[config.mk]
export PLATFORM = sky130hd
export DESIGN_NAME = vfu_mask_router
export DESIGN_NICKNAME = d
export VERILOG_FILES = /design/src/rtl/vfu_mask_router.sv
export SDC_FILE = /design/constraint.sdc
export NUM_CORES = 1
export LEC_CHECK = 0
export CAP_MARGIN = 25
export CORE_UTILIZATION = 35
export CTS_BUF_LIST = sky130_fd_sc_hd__clkbuf_16
export DETAILED_ROUTE_END_ITERATION = 10
export PLACE_DENSITY_LB_ADDON = 0.08
export SLEW_MARGIN = 20
export SYNTH_ARGS = -nofsm -noshare
export SYNTH_HDL_FRONTEND = slang
export SYNTH_SLANG_ARGS = --single-unit
[constraint.sdc]
create_clock -name clk_i -period 3.1 [get_ports clk_i]
set_clock_uncertainty 0.05 [all_clocks]
set_input_delay 0.465 -clock clk_i [delete_from_list [all_inputs] [get_ports clk_i]]
set_output_delay 0.465 -clock clk_i [all_outputs]
set_load 0.02 [all_outputs]
[src/rtl/vfu_mask_router.sv]
// Tagged mask distributor: looks up each mask word's owning functional unit and queues it in that unit's FIFO.
// Optional zero-latency bypass into an empty, ready FIFO when VFU_MASK_ROUTER_BYPASS_EN is defined.
module vfu_mask_router #(
   parameter int NrFUs     = 2,
   parameter int NrVInsn   = 8,
   parameter int Depth     = 4,
   parameter int StrbWidth = 8,
   localparam int FuIdxW   = (NrFUs > 1) ? $clog2(NrFUs) : 1,
   localparam int VidW     = (NrVInsn > 1) ? $clog2(NrVInsn) : 1
) (
   input  logic                       clk_i,
   input  logic                       rst_i,
   input  logic                       issue_valid_i,
   input  logic [VidW-1:0]            issue_vid_i,
   input  logic [FuIdxW-1:0]          issue_fu_i,
   input  logic                       release_valid_i,
   input  logic [VidW-1:0]            release_vid_i,
   input  logic [StrbWidth-1:0]       mask_i,
   input  logic [VidW-1:0]            mask_vid_i,
   input  logic                       mask_valid_i,
   output logic                       mask_ready_o,
   output logic [NrFUs*StrbWidth-1:0] fu_mask_o,
   output logic [NrFUs*VidW-1:0]      fu_mask_vid_o,
   output logic [NrFUs-1:0]           fu_mask_valid_o,
   input  logic [NrFUs-1:0]           fu_mask_ready_i,
   output logic                       busy_o,
   output logic                       err_unmapped_o
);

   localparam int PtrW = $clog2(Depth);
   localparam int CntW = $clog2(Depth + 1);

   logic [NrVInsn-1:0] own_valid;
   logic [FuIdxW-1:0]  own_fu [NrVInsn];
   logic               hit_valid;
   logic [FuIdxW-1:0]  hit_fu;
   logic [NrFUs-1:0]   sel, full, empty, acc, byp, wr, rd;

   function automatic logic [PtrW-1:0] ptr_inc(input logic [PtrW-1:0] p);
      return (p == PtrW'(Depth - 1)) ? '0 : p + 1'b1;
   endfunction

   // Release is applied first so a same-cycle issue of the same ID wins.
   always_ff @(posedge clk_i) begin
      if (rst_i) begin
         own_valid <= '0;
      end else begin
         if (release_valid_i)
            own_valid[release_vid_i] <= 1'b0;
         if (issue_valid_i) begin
            own_valid[issue_vid_i] <= 1'b1;
            own_fu[issue_vid_i]    <= issue_fu_i;
         end
      end
   end

   assign hit_valid = own_valid[mask_vid_i];
   assign hit_fu    = own_fu[mask_vid_i];

   always_comb begin
      sel = '0;
      for (int k = 0; k < NrFUs; k++)
         sel[k] = hit_valid && (hit_fu == FuIdxW'(k));
   end

   // Unowned words are consumed (ready high) and dropped; only a full target FIFO stalls.
   assign mask_ready_o = ~|(sel & full);
   assign acc          = {NrFUs{mask_valid_i}} & sel & ~full;
   assign busy_o       = |(~empty);

   always_ff @(posedge clk_i) begin
      if (rst_i)
         err_unmapped_o <= 1'b0;
      else if (mask_valid_i && !hit_valid)
         err_unmapped_o <= 1'b1;
   end

   for (genvar k = 0; k < NrFUs; k++) begin : g_fu
      logic [StrbWidth-1:0] mem_mask [Depth];
      logic [VidW-1:0]      mem_vid  [Depth];
      logic [PtrW-1:0]      rptr, wptr;
      logic [CntW-1:0]      cnt;

      assign full[k]  = (cnt == CntW'(Depth));
      assign empty[k] = (cnt == '0);
`ifdef VFU_MASK_ROUTER_BYPASS_EN
      assign byp[k] = acc[k] & empty[k] & fu_mask_ready_i[k];
`else
      assign byp[k] = 1'b0;
`endif
      assign wr[k] = acc[k] & ~byp[k];
      assign rd[k] = ~empty[k] & fu_mask_ready_i[k];

      always_ff @(posedge clk_i) begin
         if (rst_i) begin
            rptr <= '0;
            wptr <= '0;
            cnt  <= '0;
         end else begin
            if (wr[k]) begin
               mem_mask[wptr] <= mask_i;
               mem_vid[wptr]  <= mask_vid_i;
               wptr           <= ptr_inc(wptr);
            end
            if (rd[k])
               rptr <= ptr_inc(rptr);
            case ({wr[k], rd[k]})
               2'b10:   cnt <= cnt + 1'b1;
               2'b01:   cnt <= cnt - 1'b1;
               default: cnt <= cnt;
            endcase
         end
      end

`ifdef VFU_MASK_ROUTER_BYPASS_EN
      assign fu_mask_o[k*StrbWidth +: StrbWidth] = empty[k] ? mask_i : mem_mask[rptr];
      assign fu_mask_vid_o[k*VidW +: VidW]       = empty[k] ? mask_vid_i : mem_vid[rptr];
      assign fu_mask_valid_o[k]                  = ~empty[k] | byp[k];
`else
      assign fu_mask_o[k*StrbWidth +: StrbWidth] = mem_mask[rptr];
      assign fu_mask_vid_o[k*VidW +: VidW]       = mem_vid[rptr];
      assign fu_mask_valid_o[k]                  = ~empty[k];
`endif
   end

endmodule

==> results.toml, run 1 <==
[yosys]
syn_area_um2 = 5000
synth_top_cell_by_area = "edfxtp_1"
yosysMostFrequentCell = "edfxtp_1"
ys_seq_area_share_pct = 68.5
synth_top_family_by_area = "multiplexers"
yosys_warnings = 0
synthCells = 303
synth_area_leaders = "edfxtp_1 58%, dfxtp_1 11%, mux4_2 11%, ha_1 3.0%, inv_1 1.6%"
synth_compound_area_share_pct = 4.16
synth_common_cells = "96 x edfxtp_1, 27 x dfxtp_1, 24 x mux4_2"
synth_edf_count = 96
yosysUniqueCellTypes = 39
synthAdderAreaFrac_pct = 3.81
avgSynthCellArea_um2 = 16.5
yosysTopAreaCellShare_pct = 57.7
synthArstFlopShare_pct = 0
synth_flop_cell = "edfxtp_1"
synth_fp_nets = 342
synth_seq_cells = 123
yosys.area_share.simple_pct = 7.31
synth_mux_area_share_pct = 13.1
synth-xor-area-share_pct = 0.701

[min_path]
whs_path_depth = 1
holdPathEnd = "own_valid[7]$_SDFF_PP0_"
hp-class = "flop to flop"
hold_start = "own_valid[7]$_SDFF_PP0_"

[critical_path]
path_max_fanout = 5
r2r_end = "g_fu[0].cnt[2]$_SDFFE_PP0P_"
worstSetupPathType = "primary input to primary output"
arrival_ns = 2.47
rr_startpoint = "own_valid[0]$_SDFF_PP0_"
critPathSlowestCell = "mux4_2"
cp.required_ns = 2.58
r2r_cells = 10
endpoint_kind = "primary output"
r2r_slack_ns = 0.63
start_kind = "primary input"
max_stage_delay_ns = 0.53
cp_cell_sequence = "clkdlybuf4s50_1 > buf_4 > mux4_2 > mux2i_4 > buf_4 > o21bai_1 > dlygate4sd2_1"
cpMostUsedCell = "buf_4"

[die]
die_h_um = 121
dieArea_um2 = 14800
fp-row-count = 43
coreArea_um2 = 13900
die-width_um = 121
io-pin-count = 52
start_util_pct = 36.0

[sta]
drv_slew = 0
fmax_mhz = 335
fin_crit_sh_pct = 96.3
maxSlewHeadroom_pct = 61.1
rsz0062_at_grt = "no"
tightestPinTransition_ns = 0.583
setup_viol_count_final = 0
setup_ws_ns = 0.114
fin_crit_ns = 2.99
hold_viol = 0

[global_routing]
antenna_found_initial = 0
top_usage_layer = "met2"
grt_use_met2_pct = 25.2
first_global_vias = 2908
grt_use_met3_pct = 4.18
grt_start_max_net_pins = 17
gr-usage-met1_pct = 16.7
grt_pass1_wl_mm = 15.5
gr-total-overflow = 0
grt_use_total_pct = 14.9

[detailed_routing]
first_pass_iters = 4
postRouteAntennaNets = 0
num_vias = 2766
avgRoutedWirePerCell_um = 16.5
drcViolationCount = 0
routed_via_density = 4.70
drt_wl_total_mm = 9.69
initialDrtViolationCount = 219

[placement]
port_buffers = 51
place_ws_ns = -0.218
dp_hpwl_mm = 6.67
placed_area_um2 = 5970
gp_congestion = 0.749

[clock_tree]
clock-root-buffer = "clkbuf_16"
hold_buffers = 0
clock_path_buffers = 2
cts_tree = "done"
cts_sinks = 123
numCtsBuffers = 17
ctsResizeCount = 1
post_cts_buffers = 0
ctsHtreeMaxLevel = 4
clkTransAtPathRegs_ns = 0.05
clock_latency_ns = 0.41

[final_layout]
syn_to_final_growth_pct = 31.6
nets = 434
fin_area_um2 = 6570
drive_gt1_share_pct = 24.3
antenna_cells = 0

[pwr]
powerDensity_nw_per_um2 = 608
peakVddDrop_mv = 0.264
p_leak_uw = 0.00224

[status]
run_status = "complete, no violations"

[job]
drv_cap = 0
-- per-layer routing --
layer	part of all wire (%)	up-vias
li1	-	1354
met1	43	1340
met2	51	57
met3	3.9	15
met4	2.3	0
met5	0	-
-- per-stage QoR --
step | hold WS [ns] | total power [uW] | util, % | cells | setup TNS (ns)
4_1_cts | 0.445 | 4040 | 47.3 | 588 | 0
3_5_place_dp | 0.419 | 2020 | 43.0 | 556 | -0.564
2_1_floorplan | 0.404 | 1910 | - | 303 | 0
3_3_place_gp | 0.433 | 2020 | 43.0 | 556 | -0.471
5_1_grt | 0.459 | 4120 | 47.3 | 588 | 0
6_report | 0.437 | 4000 | 47.3 | 588 | 0
-- flip-flops by register name (all words and copies together) (netlist names), named ones only --
| name | count |
|---|---|
| g_fu.mem_vid | 24 |
| err_unmapped_o | 1 |
| g_fu.wptr | 4 |
| g_fu.rptr | 4 |
| g_fu.cnt | 6 |
| own_valid | 8 |
| g_fu.mem_mask | 64 |
| own_fu | 8 |
-- power by group --
part	switching (uW)	internal (uW)	total, uW
registers	7.03	1790	1800
logic	97.2	93.7	191
clock network	684	1330	2010
-- worst max path at each step --
stage | startpoint | endpoint | slack, ns | depth (start not counted)
floorplan | mask_vid_i[0] | g_fu[0].cnt[2]$_SDFFE_PP0P_ | 0.34 | 11
global placement | mask_vid_i[0] | g_fu[0].cnt[2]$_SDFFE_PP0P_ | -0.17 | 12
detailed placement | mask_vid_i[0] | g_fu[0].cnt[2]$_SDFFE_PP0P_ | -0.22 | 12
CTS | mask_vid_i[0] | mask_ready_o | 0.1 | 7
global route | mask_vid_i[0] | mask_ready_o | 0.02 | 7
finish | mask_vid_i[0] | mask_ready_o | 0.11 | 7
-- critical path, delay by kind of cell --
kind / cells / cell delay [ns]
multiplexers: 2 / 0.74
AO/OA/AOI/OAI: 1 / 0.11
buffers and inverters: 4 / 1.15
-- layout by cell type (no fill, tap or decap), drive strengths merged, types with 3 or more instances in the layout --
master / n
edfxtp: 96
clkdlybuf4s50: 50
buf: 30
dfxtp: 27
mux4: 24
inv: 22
nor2: 17
clkbuf: 17
nand2: 14
ha: 12
a21oi: 10
nor3: 9
or3: 8
clkinv: 6
nand2b: 5
a31o: 5
mux2i: 5
nand3: 4
and2: 4
xor2: 4
o21ai: 4
clkinvlp: 4
bufinv: 4
mux2: 4
o311ai: 3
-- layout make-up --
type	count	area, um^2
fillers	1249	7310
flip-flops and latches	123	3420
multi-input cells	151	1450
repair buffers	81	785
clock buffers	17	425
well taps	180	225
clock inverters	15	181
inverters	21	78.8
-- kinds of logic after synthesis --
| logic type | Yosys count |
|---|---|
| buffers and inverters | 29 |
| AOI/OAI and AO/OA | 29 |
| DFF | 123 |
| xor gates and xnor gates | 4 |
| muxes | 33 |
| and+or+nand+nor | 71 |
| adders and majority gates | 14 |
No activity file was read; power rests on OpenSTA's default activity.
==> run 2, diff against run 1 <==
- CORE_MARGIN: default -> 3
- SETUP_SLACK_MARGIN: default -> 0.1
==> run 2 against run 1 <==
Combinational power about the same. Critical path depth up 5. Register-to-register slack about the same.
==> results.toml, run 2 (synthesis results as in run 1) <==
[status]
run_status = "complete, no violations"

[detailed_routing]
initialDrtViolationCount = 172
routed_via_density = 4.83
drt_wl_total_mm = 10.0
num_vias = 2833
avgRoutedWirePerCell_um = 17.1
drcViolationCount = 0
first_pass_iters = 4
postRouteAntennaNets = 0

[pwr]
p_clk_share_pct = 51.3
intPower_uw = 3290
peakVddDrop_mv = 0.288
powerDensity_nw_per_um2 = 619
switching_power_uw = 785
combinationalPowerShare_pct = 4.7
power.share.sequential_pct = 44.0
switching_share_pct = 19.2
p_leak_uw = 0.00225

[final_layout]
multi_input_area_um2 = 1460
nets = 433
drive_gt1_share_pct = 24.1
layout_commonest_cell = "edfxtp_1"
seqCellArea_um2 = 3420
largest_reg_flops = 64
top_regs = "g_fu.mem_mask x64, g_fu.mem_vid x24"
layout_common_cells = "96 x edfxtp_1, 50 x clkdlybuf4s50_1, 27 x dfxtp_1"
largest_register = "g_fu.mem_mask"
syn_to_final_growth_pct = 31.9
antenna_cells = 0
fill_cells = 1199
fin_util_pct = 47.3

[sta]
fin_crit_sh_pct = 92.0
setup_viol_count_final = 0
drv_slew = 0
fmax_mhz = 351
hold_viol = 0
timing.hold.ws_ns = 0.427
tightestPinTransition_ns = 0.582
fin_crit_ns = 2.85
rsz0062_at_grt = "no"
maxSlewHeadroom_pct = 61.1

[critical_path]
crit_buf_inv = 4
max_stage_delay_ns = 0.52
rr_startpoint = "own_valid[2]$_SDFF_PP0_"
arrival_ns = 3.14
critPathSlowestCell = "mux4_2"
r2r_end = "g_fu[0].cnt[2]$_SDFFE_PP0P_"
cpMostUsedCell = "inv_1"
worstSetupPathType = "primary input to flop"
r2r_cells = 10
cp_cell_sequence = "clkdlybuf4s50_1 > buf_6 > mux4_2 > mux2i_4 > a211oi_2 > inv_1 > ha_2 > inv_1 > fa_2 > xor2_1 > or3_1 > a21oi_1"
r2r_slack_ns = 0.63
endpoint_kind = "flop"
cp.required_ns = 3.39
crit_family = "multiplexers"
path_max_fanout = 5
cp.depth = 12
start_kind = "primary input"

[clock_tree]
cts_sinks = 123
cts_tree = "done"
hold_buffers = 0
ctsHtreeMaxLevel = 4
clock_path_buffers = 2
clkTransAtPathRegs_ns = 0.05
clock-root-buffer = "clkbuf_16"
clock_latency_ns = 0.41
numCtsBuffers = 17

[die]
coreArea_um2 = 13900
start_util_pct = 35.9
io-pin-count = 52
die_h_um = 125
die-width_um = 125
fp-row-count = 43
dieArea_um2 = 15700

[global_routing]
gr-total-overflow = 0
grt_use_total_pct = 13.7
first_global_vias = 3009
antenna_found_initial = 0
grt_pass1_wl_mm = 16.0
grt_start_max_net_pins = 17

[min_path]
whs_path_depth = 2
hold_start = "err_unmapped_o$_SDFFE_PP0P_"
holdPathEnd = "err_unmapped_o$_SDFFE_PP0P_"
hp-class = "flop to flop"

[placement]
port_buffers = 51
dp_hpwl_mm = 6.91
gp_congestion = 0.793

[job]
drv_cap = 0
-- run 2: worst max path at each step --
| stage | startpoint | endpoint | slack, ns |
|---|---|---|---|
| 2_1_floorplan | mask_vid_i[0] | g_fu[0].cnt[2]$_SDFFE_PP0P_ | 0.34 |
| 3_3_place_gp | mask_vid_i[0] | g_fu[0].cnt[2]$_SDFFE_PP0P_ | -0.18 |
| 3_5_place_dp | mask_vid_i[0] | g_fu[0].cnt[2]$_SDFFE_PP0P_ | -0.22 |
| 4_1_cts | mask_vid_i[0] | mask_ready_o | 0.11 |
| 5_1_grt | mask_vid_i[0] | g_fu[1].cnt[2]$_SDFFE_PP0P_ | 0.11 |
| 6_report | mask_vid_i[0] | g_fu[0].cnt[2]$_SDFFE_PP0P_ | 0.25 |
-- run 2: repair_timing --
action                                  in CTS  in global routing
endpoints found under the setup margin       1                  3
gates resized for setup                      1                  5
buffers inserted                             0                  1
-- run 2: tightest hold or removal path: stages, from the launching register on --
cell and delay [ns]:
dfxtp_1 0.33, a21oi_1 0.04, nor2_1 0.07
-- run 2: metrics by stage --
stage	setup TNS (ns)	setup WS [ns]	std cells	total power [uW]	cell area (um^2)
floorplan	0	0.340	303	1910	5000
global route	0	0.115	586	4220	6590
global placement	-0.488	-0.176	554	2020	5950
CTS	0	0.109	585	4140	6580
detailed placement	-0.571	-0.221	554	2020	5950
finish	0	0.249	586	4080	6590
-- run 2: routing by layer --
metal | wire length (um) | vias up | track usage (%) | part of all wire (%)
li1 | - | 1349 | - | -
met1 | 4260 | 1411 | 15.8 | 42
met2 | 5170 | 56 | 23.2 | 52
met3 | 401 | 17 | 4.49 | 4.0
met4 | 189 | 0 | 6.12 | 1.9
met5 | 0 | - | 0 | 0
-- run 2: layout make-up --
class | instances | area share, %
clock inverters | 14 | 3.08
well taps | 180 | 3.42
repair buffers | 80 | 11.8
flip-flops and latches | 123 | 51.9
inverters | 21 | 1.20
multi-input cells | 151 | 22.1
clock buffers | 17 | 6.45
-- run 2: power by group through the flow --
stage                     Sequential, uW  Clock [uW]  Combinational [uW]
after floorplan                     1830           0                85.4
after global placement              1830           0                 193
after detailed placement            1830           0                 195
after CTS                           1800        2140                 196
after global routing                1800        2220                 211
final                               1800        2090                 192
==> run 3, diff against run 2 <==
- CTS_CLUSTER_SIZE: default -> 28
- PLACE_DENSITY: default -> 0.63
- PLACE_DENSITY_LB_ADDON: 0.08 -> default
- SLEW_MARGIN: 20 -> default
==> run 3 against run 2 <==
Power is 9.5% lower. Routed wire length down 3.3%. Cell area decreased by 2.1%. First-iteration DRC count is 31% higher. Combinational power hardly changed. Utilization shrank 0.97 points. Largest cell class unchanged. Largest power group is now sequential cells.
==> results.toml, run 3 (synthesis results as in run 1) <==
[critical_path]
cpMostUsedCell = "inv_1"
worstSetupPathType = "primary input to flop"
max_stage_delay_ns = 0.53
rr_startpoint = "own_valid[2]$_SDFF_PP0_"
cp_cell_sequence = "clkdlybuf4s50_1 > buf_6 > mux4_2 > mux2i_4 > nor4_2 > inv_1 > ha_2 > inv_1 > fa_1 > xor2_1 > or3_1 > a21oi_1"
path_max_fanout = 5
cp.required_ns = 3.39
arrival_ns = 3.17
critPathSlowestCell = "mux4_2"
r2r_end = "g_fu[1].cnt[2]$_SDFFE_PP0P_"
endpoint_kind = "flop"
r2r_slack_ns = 0.63
r2r_cells = 10
start_kind = "primary input"

[sta]
tightestPinTransition_ns = 0.580
hold_viol = 0
drv_slew = 0
fin_crit_ns = 2.88
rsz0062_at_grt = "no"
fmax_mhz = 347
maxSlewHeadroom_pct = 61.3
setup_ws_ns = 0.220
setup_tns_ns = 0
fin_crit_sh_pct = 92.9
setup_viol_count_final = 0

[placement]
port_buffers = 51
dp_hpwl_mm = 6.78
place_ws_ns = -0.234
gp_congestion = 0.840

[die]
start_util_pct = 35.9
io-pin-count = 52
die-width_um = 125
die_h_um = 125
fp-row-count = 43
dieArea_um2 = 15700
coreArea_um2 = 13900

[clock_tree]
post_cts_buffers = 0
clock_latency_ns = 0.40
clock-root-buffer = "clkbuf_16"
numCtsBuffers = 17
hold_buffers = 0
cts_sinks = 123
cts_tree = "done"
clock_path_buffers = 2
ctsHtreeMaxLevel = 4
clkTransAtPathRegs_ns = 0.05

[final_layout]
layout_commonest_cell = "edfxtp_1"
layout_common_cells = "96 x edfxtp_1, 50 x clkdlybuf4s50_1, 27 x dfxtp_1"
largest_reg_flops = 64
largest_register = "g_fu.mem_mask"
antenna_cells = 0
fin_util_pct = 46.3
drive_gt1_share_pct = 23.3
top_regs = "g_fu.mem_mask x64, g_fu.mem_vid x24"
multi_input_area_um2 = 1460
nets = 429
syn_to_final_growth_pct = 29.2
seqCellArea_um2 = 3420
fill_cells = 1205

[global_routing]
gr-total-overflow = 0
first_global_vias = 2992
grt_start_max_net_pins = 17
grt_use_total_pct = 12.9
grt_pass1_wl_mm = 15.6
antenna_found_initial = 0

[detailed_routing]
routed_via_density = 4.92
postRouteAntennaNets = 0
drcViolationCount = 0
avgRoutedWirePerCell_um = 16.6
first_pass_iters = 4
drt_wl_total_mm = 9.69
initialDrtViolationCount = 226
num_vias = 2867

[status]
run_status = "complete, no violations"

[min_path]
hold_start = "g_fu[1].rptr[1]$_SDFFE_PP0P_"
hp-class = "flop to flop"
whs_path_depth = 2

[pwr]
peakVddDrop_mv = 0.444
powerDensity_nw_per_um2 = 571
p_leak_uw = 0.00220

[job]
drv_cap = 0
run 3: cell types whose count changed in the layout (fill, tap and decap cells not counted):
cell        delta
clkinv_4       -1
inv_6          -1
ha_1           -1
buf_4          -4
inv_1          +4
clkinvlp_4     -1
clkinv_2       +6
clkinv_1       -2
bufinv_16      -4
ha_2           +1
run 3: how the worst max path moves through the flow:
stage / from / end / slack, ns / cells after the start
5_1_grt: mask_vid_i[0] / g_fu[1].cnt[2]$_SDFFE_PP0P_ / 0.10 / 12
6_report: mask_vid_i[0] / g_fu[1].cnt[2]$_SDFFE_PP0P_ / 0.22 / 12
4_1_cts: mask_vid_i[0] / mask_ready_o / 0.10 / 7
3_3_place_gp: mask_vid_i[0] / g_fu[0].cnt[2]$_SDFFE_PP0P_ / -0.17 / 12
2_1_floorplan: mask_vid_i[0] / g_fu[0].cnt[2]$_SDFFE_PP0P_ / 0.34 / 11
3_5_place_dp: mask_vid_i[0] / g_fu[0].cnt[2]$_SDFFE_PP0P_ / -0.23 / 12
run 3: critical path: cells and delay by family:
kind / cells / cell delay, ns
multiplexers: 2 / 0.76
AND/OR/NAND/NOR: 2 / 0.38
XOR/XNOR: 1 / 0.16
buffers and inverters: 4 / 0.74
adder cells (fa/ha/maj): 2 / 0.54
AO/OA/AOI/OAI: 1 / 0.12
run 3: routing by layer:
layer  vias to the layer above  global-route usage, %  part of all wire [%]
li1                       1347                      -                     -
met1                      1430                   15.9                    43
met3                        15                   4.06                   4.9
met4                         0                   5.10                   1.7
met2                        75                   21.4                    50
met5                         -                      0                     0
run 3: stage by stage:
| step | hold WS, ns | std cells | total power [uW] | cell area [um^2] |
|---|---|---|---|---|
| global route | 0.445 | 583 | 3830 | 6460 |
| finish | 0.438 | 583 | 3690 | 6460 |
| global placement | 0.421 | 551 | 2010 | 5930 |
| detailed placement | 0.430 | 551 | 2020 | 5930 |
| CTS | 0.434 | 583 | 3730 | 6450 |
| floorplan | 0.404 | 303 | 1910 | 5000 |
run 3: timing repair:
action | 4_1_cts | 5_1_grt
setup endpoints to repair | 1 | 3
pin swaps | 0 | 2
resized for setup | 1 | 6
run 3: layout make-up:
| type | instances | area share (%) |
|---|---|---|
| Clock buffer | 17 | 6.59 |
| Clock inverter | 15 | 1.47 |
| Inverter | 21 | 1.22 |
| Multi-Input combinational cell | 151 | 22.6 |
| Sequential cell | 123 | 53.0 |
| Tap cell | 180 | 3.49 |
| Timing Repair Buffer | 76 | 11.6 |
run 3: where the power goes:
group          switching, uW  internal [uW]  leakage (uW)
registers               7.13           1790       0.00108
logic                   97.0           92.0      0.000842
clock network            635           1070      0.000281
